[config.mk]
export PLATFORM = sky130hd
export DESIGN_NAME = dyadic_boolean_accumulator_flat
export DESIGN_NICKNAME = d
export VERILOG_FILES = /design/src/rtl/dyadic_boolean_pkg.sv /design/src/rtl/dyadic_boolean_accumulator_if.sv /design/src/rtl/Dyadic_Boolean_Operator.sv /design/src/rtl/dyadic_boolean_accumulator.sv /design/src/flat_wrapper.sv
export SDC_FILE = /design/constraint.sdc
export NUM_CORES = 1
export LEC_CHECK = 0
export CAP_MARGIN = 20
export CORE_UTILIZATION = 35
export DETAILED_ROUTE_END_ITERATION = 10
export PLACE_DENSITY = 0.65
export SETUP_SLACK_MARGIN = 0.05
export SLEW_MARGIN = 20
export SYNTH_ARGS = -nofsm -noshare
export SYNTH_HDL_FRONTEND = slang
export SYNTH_SLANG_ARGS = --single-unit
[constraint.sdc]
create_clock -name clock -period 2.97 [get_ports clock]
set_input_delay 0.4455 -clock clock [delete_from_list [all_inputs] [get_ports clock]]
set_output_delay 0.4455 -clock clock [all_outputs]
set_load 0.02 [all_outputs]
[src/rtl/dyadic_boolean_pkg.sv]
// Shared definitions for the dyadic Boolean accumulator slice:
// truth-table widths, named encodings for all 16 two-input functions,
// the controller state enum and the per-bit lookup helper.
// Truth-table index is {a_bit, b_bit}, with the accumulator (a) as MSB.
package dyadic_boolean_pkg;

    localparam int DYADIC_TRUTH_TABLE_WIDTH = 4;
    localparam int DYADIC_SELECTOR_WIDTH    = 2;

    typedef logic [DYADIC_TRUTH_TABLE_WIDTH-1:0] truth_table_t;

    localparam truth_table_t TT_FALSE       = 4'b0000;
    localparam truth_table_t TT_NOR         = 4'b0001;
    localparam truth_table_t TT_NOT_A_AND_B = 4'b0010;
    localparam truth_table_t TT_NOT_A       = 4'b0011;
    localparam truth_table_t TT_A_AND_NOT_B = 4'b0100;
    localparam truth_table_t TT_NOT_B       = 4'b0101;
    localparam truth_table_t TT_XOR         = 4'b0110;
    localparam truth_table_t TT_NAND        = 4'b0111;
    localparam truth_table_t TT_AND         = 4'b1000;
    localparam truth_table_t TT_XNOR        = 4'b1001;
    localparam truth_table_t TT_B           = 4'b1010;
    localparam truth_table_t TT_NOT_A_OR_B  = 4'b1011;
    localparam truth_table_t TT_A           = 4'b1100;
    localparam truth_table_t TT_A_OR_NOT_B  = 4'b1101;
    localparam truth_table_t TT_OR          = 4'b1110;
    localparam truth_table_t TT_TRUE        = 4'b1111;

    typedef enum logic [1:0] {
        IDLE  = 2'd0,
        ACCUM = 2'd1,
        DONE  = 2'd2
    } state_t;

    // Evaluate one bit of a dyadic function by truth-table lookup.
    function automatic logic dyadic_bit(input truth_table_t tt, input logic a, input logic b);
        logic [DYADIC_SELECTOR_WIDTH-1:0] sel;
        sel = {a, b};
        return tt[sel];
    endfunction

endpackage

[src/rtl/dyadic_boolean_accumulator_if.sv]
// Stream interface for dyadic_boolean_accumulator: input beat channel,
// result channel and run-time function select. The output_count signal and
// COUNT_WIDTH parameter exist only when DYADIC_ACCUMULATOR_COUNT_EN is defined.
interface dyadic_boolean_accumulator_if
    import dyadic_boolean_pkg::*;
#(
    parameter int WORD_WIDTH = 8
`ifdef DYADIC_ACCUMULATOR_COUNT_EN
    , parameter int COUNT_WIDTH = 16
`endif
);
    truth_table_t            truth_table;
    logic [WORD_WIDTH-1:0]   init_value;
    logic                    input_valid;
    logic                    input_ready;
    logic [WORD_WIDTH-1:0]   input_data;
    logic                    input_last;
    logic                    output_valid;
    logic                    output_ready;
    logic [WORD_WIDTH-1:0]   output_data;
`ifdef DYADIC_ACCUMULATOR_COUNT_EN
    logic [COUNT_WIDTH-1:0]  output_count;
`endif

    modport master (
        output truth_table, init_value, input_valid, input_data, input_last, output_ready,
        input  input_ready, output_valid, output_data
`ifdef DYADIC_ACCUMULATOR_COUNT_EN
        , input output_count
`endif
    );

    modport slave (
        input  truth_table, init_value, input_valid, input_data, input_last, output_ready,
        output input_ready, output_valid, output_data
`ifdef DYADIC_ACCUMULATOR_COUNT_EN
        , output output_count
`endif
    );

endinterface

[src/rtl/Dyadic_Boolean_Operator.sv]
// Bitwise dyadic Boolean operator: every bit of result is the truth-table
// lookup of the matching bits of word_A and word_B. No inter-bit carry.
module Dyadic_Boolean_Operator
    import dyadic_boolean_pkg::*;
#(
    parameter int WORD_WIDTH = 8
) (
    input  logic [WORD_WIDTH-1:0] word_A,
    input  logic [WORD_WIDTH-1:0] word_B,
    input  truth_table_t          truth_table,
    output logic [WORD_WIDTH-1:0] result
);

    // Apply the same selected function independently to each bit position.
    always_comb begin
        result = '0;
        for (int i = 0; i < WORD_WIDTH; i++) begin
            result[i] = dyadic_bit(truth_table, word_A[i], word_B[i]);
        end
    end

endmodule

[src/rtl/dyadic_boolean_accumulator.sv]
// Streaming reduction unit: folds a valid/ready stream of words into one
// result using a run-time-selected dyadic Boolean function. The function and
// seed are captured on the first beat; later changes are ignored until the
// result has been handed off.
// Optional beat counter: define DYADIC_ACCUMULATOR_COUNT_EN.
module dyadic_boolean_accumulator
    import dyadic_boolean_pkg::*;
#(
    parameter int WORD_WIDTH = 8
`ifdef DYADIC_ACCUMULATOR_COUNT_EN
    , parameter int COUNT_WIDTH = 16
`endif
) (
    input  logic                         clock,
    input  logic                         clear,
    dyadic_boolean_accumulator_if.slave  bus
);

    state_t                 state_r;
    logic [WORD_WIDTH-1:0]  acc_r;
    truth_table_t           tt_r;
    logic                   out_valid_r;
`ifdef DYADIC_ACCUMULATOR_COUNT_EN
    logic [COUNT_WIDTH-1:0] count_r;
`endif

    logic [WORD_WIDTH-1:0]  word_a_s;
    truth_table_t           tt_sel_s;
    logic [WORD_WIDTH-1:0]  next_acc_s;
    logic                   input_ready_s;
    logic                   beat_s;

    // Ready is a pure function of state; held low while clear is asserted.
    assign input_ready_s = (state_r != DONE) & ~clear;
    assign beat_s        = bus.input_valid & input_ready_s;

    // First beat combines with the seed and live function; later beats use the latched ones.
    always_comb begin
        word_a_s = acc_r;
        tt_sel_s = tt_r;
        if (state_r == IDLE) begin
            word_a_s = bus.init_value;
            tt_sel_s = bus.truth_table;
        end else begin
            word_a_s = acc_r;
            tt_sel_s = tt_r;
        end
    end

    Dyadic_Boolean_Operator #(
        .WORD_WIDTH (WORD_WIDTH)
    ) u_operator (
        .word_A      (word_a_s),
        .word_B      (bus.input_data),
        .truth_table (tt_sel_s),
        .result      (next_acc_s)
    );

    // Stream controller: accumulate beats, hold the result until it is taken.
    always_ff @(posedge clock or posedge clear) begin
        if (clear) begin
            state_r     <= IDLE;
            acc_r       <= '0;
            tt_r        <= '0;
            out_valid_r <= 1'b0;
`ifdef DYADIC_ACCUMULATOR_COUNT_EN
            count_r     <= '0;
`endif
        end else begin
            case (state_r)
                IDLE: begin
                    if (beat_s) begin
                        tt_r  <= bus.truth_table;
                        acc_r <= next_acc_s;
`ifdef DYADIC_ACCUMULATOR_COUNT_EN
                        count_r <= COUNT_WIDTH'(1);
`endif
                        if (bus.input_last) begin
                            state_r     <= DONE;
                            out_valid_r <= 1'b1;
                        end else begin
                            state_r <= ACCUM;
                        end
                    end
                end
                ACCUM: begin
                    if (beat_s) begin
                        acc_r <= next_acc_s;
`ifdef DYADIC_ACCUMULATOR_COUNT_EN
                        if (count_r != '1) begin
                            count_r <= count_r + COUNT_WIDTH'(1);
                        end
`endif
                        if (bus.input_last) begin
                            state_r     <= DONE;
                            out_valid_r <= 1'b1;
                        end
                    end
                end
                DONE: begin
                    if (bus.output_ready) begin
                        state_r     <= IDLE;
                        out_valid_r <= 1'b0;
                    end
                end
                default: begin
                    state_r     <= IDLE;
                    out_valid_r <= 1'b0;
                end
            endcase
        end
    end

    assign bus.input_ready  = input_ready_s;
    assign bus.output_valid = out_valid_r;
    assign bus.output_data  = acc_r;
`ifdef DYADIC_ACCUMULATOR_COUNT_EN
    assign bus.output_count = count_r;
`endif

endmodule
[src/flat_wrapper.sv]
// flat-port wrapper written by rule: the top's interface ports become plain ports
module dyadic_boolean_accumulator_flat import dyadic_boolean_pkg::*;
#(
    parameter int WORD_WIDTH = 8

)
  (clock, clear, bus_truth_table, bus_init_value, bus_input_valid, bus_input_data, bus_input_last, bus_output_ready, bus_input_ready, bus_output_valid, bus_output_data);
  dyadic_boolean_accumulator_if #(.WORD_WIDTH(WORD_WIDTH)) bus_i ();
  input  logic clock;
  input  logic clear;
  input wire logic [$bits(bus_i.truth_table)-1:0] bus_truth_table;
  input wire logic [$bits(bus_i.init_value)-1:0] bus_init_value;
  input wire logic [$bits(bus_i.input_valid)-1:0] bus_input_valid;
  input wire logic [$bits(bus_i.input_data)-1:0] bus_input_data;
  input wire logic [$bits(bus_i.input_last)-1:0] bus_input_last;
  input wire logic [$bits(bus_i.output_ready)-1:0] bus_output_ready;
  output wire logic [$bits(bus_i.input_ready)-1:0] bus_input_ready;
  output wire logic [$bits(bus_i.output_valid)-1:0] bus_output_valid;
  output wire logic [$bits(bus_i.output_data)-1:0] bus_output_data;
  assign bus_i.truth_table = bus_truth_table;
  assign bus_i.init_value = bus_init_value;
  assign bus_i.input_valid = bus_input_valid;
  assign bus_i.input_data = bus_input_data;
  assign bus_i.input_last = bus_input_last;
  assign bus_i.output_ready = bus_output_ready;
  assign bus_input_ready = bus_i.input_ready;
  assign bus_output_valid = bus_i.output_valid;
  assign bus_output_data = bus_i.output_data;
  dyadic_boolean_accumulator #(.WORD_WIDTH(WORD_WIDTH)) u_core (.clock(clock), .clear(clear), .bus(bus_i));
endmodule
==> results.md, run 1 <==
* Peak Freq at 0.457 GHz
* Fraction of layout cells with a size suffix above 1 at 20.3%
* Area grow syn2layout at 33.0%
* Worst Slack Setup Final at 0.783 ns
* Vias/cell at 5.34
* Reg2Reg Depth at 3
* # diodes at 0
* Max-cap violations at 0
* Drt first pass iters at 3
* Initial antenna violation count at 0
* Synth warn at 0
* HP Class: register to register
* Worst Setup SP: u_core.state_r[0]
* Leakage at 0.597 nW
* Initial DRC Count at 20
* VDD IR-drop max at 0.339 mV
* Grt total ovfl at 0
* Highest-delay cell along the critical path: clkdlybuf4s50_1
* Hold Buf Count CTS at 0
* Pre-CTS setup slack at 0.834 ns
* Detailed Route WL at 2800 µm
* Peak fanout along the critical path at 11
* #FFs+latches synth at 15
* Top FF cell, synth: dfrtp_1
* Worst r2r dst: u_core.tt_r[3]
* Cell Chain, Critical Path: inv_1, a21oi_1, clkdlybuf4s50_1
* Post-DP HPWL at 2000 µm
* Core Area at 3080 µm²
* Mean Syn Cell Area at 11.8 µm²
* Post-synthesis sequential area ratio at 32.9%
* CTS buffer count at 3
* Final ANT Viol Nets at 0
* # DRC at 0
* Port bufs at 34
* Post-synthesis cell count at 97
* Area of the die at 3500 µm²
* Status: completed
* CP Data Required Time at 2.52 ns
* Largest net degree at the start of global routing at 18
* CTS tree: built
* Vias in the first global route at 968
* Slew margin rel. at 52.4%
* Clk sinks at 15
* CP Capture Type: output port
* CP arrival at 1.74 ns
* Crit path capture: bus_input_ready
* Resize count post-CTS at 0
* Post-synth cell types at 22
* Clock Pin Slew Worst Setup and Hold Paths at 0.09 ns
* Syn_nets at 122
* Minimum clock period at 2.19 ns
* Gp weighted congestion at 0.716
* Via Count at 919
* WS Path Type: register to output port
* R2R setup slack at 1.15 ns
* Setup_tns at 0 ns
* Synthesized cell area at 1140 µm²
* Clock buffer depth at 2
* Async S/R FF share, synth at 100%
* Fin crit share at 73.6%
* Max incr delay on CP at 0.62 ns
* Pwr dens at 619 nW/µm²
* Number of synthesized flops with an enable pin at 0
* Worst-skew pair later-pin latency at 0.27 ns
* H-tree lvl count at 1
* Die W at 59.1 µm
* Setup crit start kind: register
* Die H at 59.1 µm
* Routed length per placed instance at 16.3 µm
* Final hold violations at 0
* Io pins at 35
* Setup Skew at 0.00208 ns
* Root Driver: clkbuf_4
* Rows at 20
* Unrepaired setup endpoints after global routing: false
* GRT Util Overall at 17.9%
* First-pass GRT wire length at 4600 µm
* Starting Density at 37.1%
* Slew Limit Fails at 0
* Setup violations, final at 0
* Postcts setup bufs at 0
* Worst slew pin tran at 0.710 ns
* Reg2reg start: u_core.state_r[1]
* Nets at 154
==> critical path, delay by kind of cell, from the launching register on <==
family	cells	cell delay (ns)
AOI/OAI and AO/OA	1	0.16
buffers and inverters	2	0.75
DFF	1	0.56
==> metal layers <==
layer	vias up	track usage, %	routed length (µm)
li1	451	-	-
met1	443	24.9	1340
met2	25	29.9	1350
met3	0	2.18	109
met4	0	4.08	0
met5	-	0	0
==> synthesized netlist by cell type, types with 2 or more instances <==
cell	count	share of area, %
a21oi_1	10	4.4
a2bb2oi_1	8	6.1
buf_1	2	0.66
buf_6	2	2.0
clkbuf_1	2	0.66
dfrtp_1	15	33
inv_1	3	0.99
mux2_2	9	8.9
mux2_4	4	5.3
mux2i_1	8	7.0
mux4_2	8	16
nor2_1	2	0.66
o21ai_0	8	3.5
o22ai_1	8	4.4
==> state kept, by name, indices dropped and copies added, names as in the netlist <==
signal,cells
u_core.bus.output_data,8
u_core.bus.output_valid,1
u_core.tt_r,4
u_core.state_r,2
==> layout by cell type, fill, tap and decap left out, types with 4 or more instances in the layout <==
cell type        count
o22ai_1              8
mux2_2               9
mux2i_1              8
a2bb2oi_1            8
a21oi_1             10
o21ai_0              8
mux4_2               8
mux2_4               4
clkdlybuf4s50_1     34
dfrtp_1             15
==> final cells by class <==
class	instances	area (µm²)
Fill cell	300	1560
Inverter	3	11.3
Clock buffer	4	26.3
Tap cell	44	55.1
Timing Repair Buffer	34	340
Sequential cell	15	375
Multi-Input combinational cell	72	711
==> cell families after synthesis <==
family                 count (synthesis)  synth area share, %
buffers and inverters                 10                 4.93
flip-flops                            15                 32.9
multiplexers                          29                 36.9
AO/OA/AOI/OAI                         36                 19.9
AND/OR/NAND/NOR                        7                 5.37
==> report_power, final <==
group	total [mW]	switching, mW	internal, mW	leakage, nW
registers	0.367	0.0946	0.273	0.173
logic	0.457	0.192	0.265	0.408
clock network	0.116	0.0644	0.0520	0.0150
total	0.941	0.351	0.590	0.597
==> worst min path at each step <==
stage | from | end | slack, ns | cells after the start
floorplan | clear | u_core.bus.output_data[0] | 0.35 | 1
global placement | u_core.bus.output_valid | u_core.bus.output_valid | 0.51 | 2
detailed placement | u_core.bus.output_valid | u_core.bus.output_valid | 0.51 | 2
CTS | u_core.bus.output_valid | u_core.bus.output_valid | 0.54 | 2
global route | u_core.bus.output_valid | u_core.bus.output_valid | 0.56 | 2
finish | u_core.bus.output_valid | u_core.bus.output_valid | 0.53 | 2
==> through the flow <==
stage	instance area, µm²	total power [mW]	cells	util (%)	hold WS, ns
3_3_place_gp	1490	0.823	168	48.5	0.506
3_5_place_dp	1490	0.829	168	48.5	0.512
4_1_cts	1520	0.948	172	49.3	0.538
5_1_grt	1520	1.00	172	49.3	0.557
6_report	1520	0.941	172	49.3	0.533
2_1_floorplan	1140	0.647	97	-	0.347
Note: power is estimated with default switching activity, not from simulation.
==> run 2, diff against run 1 <==
- PLACE_DENSITY: 0.65 -> 0.67
- clock period: 2.97 -> 1.9 ns (I/O delays scaled with it)
==> run 2 against run 1 <==
  * Global-route usage increased by 0.89 points
  * Sequential cell count unchanged
  * Utilization increased by 1.2 points
  * Register-to-register slack got worse by 0.89 ns
  * Clock-buffer cell count unchanged
  * Die area unchanged
  * Combinational power increased by 61%
  * First-iteration DRC count unchanged
  * Wire length increased by 3.9%
  * Cell area increased by 2.5%
  * Via count increased by 8.4%
  * Critical path depth increased by 1
  * Largest cell class unchanged
  * Largest power group unchanged
==> results.md, run 2 (synthesis results as in run 1) <==
* Final ANT Viol Nets at 0
* Clock Pin Slew Worst Setup and Hold Paths at 0.10 ns
* Leakage at 0.622 nW
* Gp weighted congestion at 0.817
* Drt first pass iters at 4
* Area grow syn2layout at 36.3%
* Most common cell after layout, fill and taps aside: clkdlybuf4s50_1
* Slew margin rel. at 59.1%
* CP Capture Type: register
* Unrepaired setup endpoints after global routing: false
* Setup Skew at 0.00985 ns
* Routed length per placed instance at 16.5 µm
* Nets at 159
* Starting Density at 37.1%
* Rows at 20
* Largest net degree at the start of global routing at 16
* VDD IR-drop max at 0.558 mV
* Slew Limit Fails at 0
* Die H at 59.1 µm
* Max-cap violations at 0
* Port bufs at 34
* Postcts setup bufs at 0
* Area of the die at 3500 µm²
* Final hold violations at 0
* Setup_tns at 0 ns
* Fraction of layout cells with a size suffix above 1 at 24.1%
* Status: completed
* Peak fanout along the critical path at 11
* Pwr dens at 963 nW/µm²
* Setup violations, final at 0
* H-tree lvl count at 1
* Final Util at 50.6%
* CP Data Required Time at 2.10 ns
* Io pins at 35
* Vias/cell at 5.63
* Core Area at 3080 µm²
* Highest-delay cell along the critical path: or3b_1
* CP arrival at 1.84 ns
* Detailed Route WL at 2910 µm
* # diodes at 0
* Post-DP HPWL at 2120 µm
* Initial antenna violation count at 0
* First-pass GRT wire length at 4820 µm
* Die W at 59.1 µm
* Kind of cell adding the most delay to the critical path: simple AND/OR/NAND/NOR gates
* Commonest non-fill, non-tap cells in the layout: clkdlybuf4s50_1, dfrtp_1, a21oi_1, mux2_2
* Initial DRC Count at 20
* Fin crit share at 86.3%
* HP Class: input pin to asynchronous set/reset pin
* Max incr delay on CP at 0.52 ns
* Clock buffer depth at 2
* Post-route cell area at 1560 µm²
* # DRC at 0
* Max reg flops at 8
* Critical path buffer and inverter count at 1
* Vias in the first global route at 1,022
* Cell Chain, Critical Path: or3b_1, buf_4, a21oi_1, a2bb2oi_1
* Grt total ovfl at 0
* WS Path Type: register to register
* Via Count at 996
* CTS tree: built
* Worst slew pin tran at 0.612 ns
* Setup crit start kind: register
* Root Driver: clkbuf_4
* Worst-skew pair later-pin latency at 0.29 ns
* CTS buffer count at 3
* GRT Util Overall at 18.8%
* Peak Freq at 0.610 GHz
* Placed instance area at 1530 µm²
* Clk sinks at 15
* Minimum clock period at 1.64 ns
-- run 2: per-stage QoR --
stage                     std cells  total power [mW]  hold WS [ns]  setup WS, ns
after floorplan                  97              1.01         0.186         0.435
after global placement          173              1.30         0.516        0.0820
after detailed placement        173              1.31         0.505       0.00981
after CTS                       177              1.51         0.499         0.266
after global routing            177              1.59         0.538         0.180
final                           177              1.50         0.472         0.260
-- run 2: cell type report --
type	count	area [µm²]
Clock buffer	4	26.3
Sequential cell	15	377
Inverter	3	11.3
Multi-Input combinational cell	72	711
Tap cell	44	55.1
Timing Repair Buffer	39	377
Fill cell	276	1520
-- run 2: power by group --
group | internal, mW | switching, mW | leakage (nW) | total (mW)
sequential | 0.427 | 0.144 | 0.172 | 0.571
clock | 0.0816 | 0.108 | 0.0150 | 0.189
combinational | 0.428 | 0.309 | 0.435 | 0.738
-- run 2: worst paths after layout --
kind / slack (ns) / cells after the start / endpoint / start
min in group clock: 0.53 / 2 / u_core.bus.output_valid / u_core.bus.output_valid
worst max register to register: 0.26 / 4 / u_core.bus.output_data[3] / u_core.state_r[1]
worst max-delay path: 0.26 / 4 / u_core.bus.output_data[3] / u_core.state_r[1]
max in group asynchronous: 1.00 / 2 / u_core.state_r[0] / clear
worst min register to register: 0.53 / 2 / u_core.bus.output_valid / u_core.bus.output_valid
worst min-delay path: 0.47 / 2 / u_core.state_r[1] / clear
-- run 2: per-layer routing --
| metal | global-route usage [%] | wire (µm) |
|---|---|---|
| met2 | 33.1 | 1470 |
| met3 | 2.18 | 126 |
| met1 | 23.9 | 1300 |
| met4 | 6.12 | 19 |
| met5 | 0 | 0 |
-- run 2: what timing repair did --
item / 4_1_cts / 5_1_grt
gates resized for setup: 2 / 0
setup endpoints to repair: 1 / 0
hold buffers: 0 / 0
==> run 3, diff against run 2 <==
- CTS_CLUSTER_DIAMETER: default -> 200
- TNS_END_PERCENT: default -> 100
==> results of run 3 <==
Same layout as run 2: the final DEF is identical, and so are final timing and power.
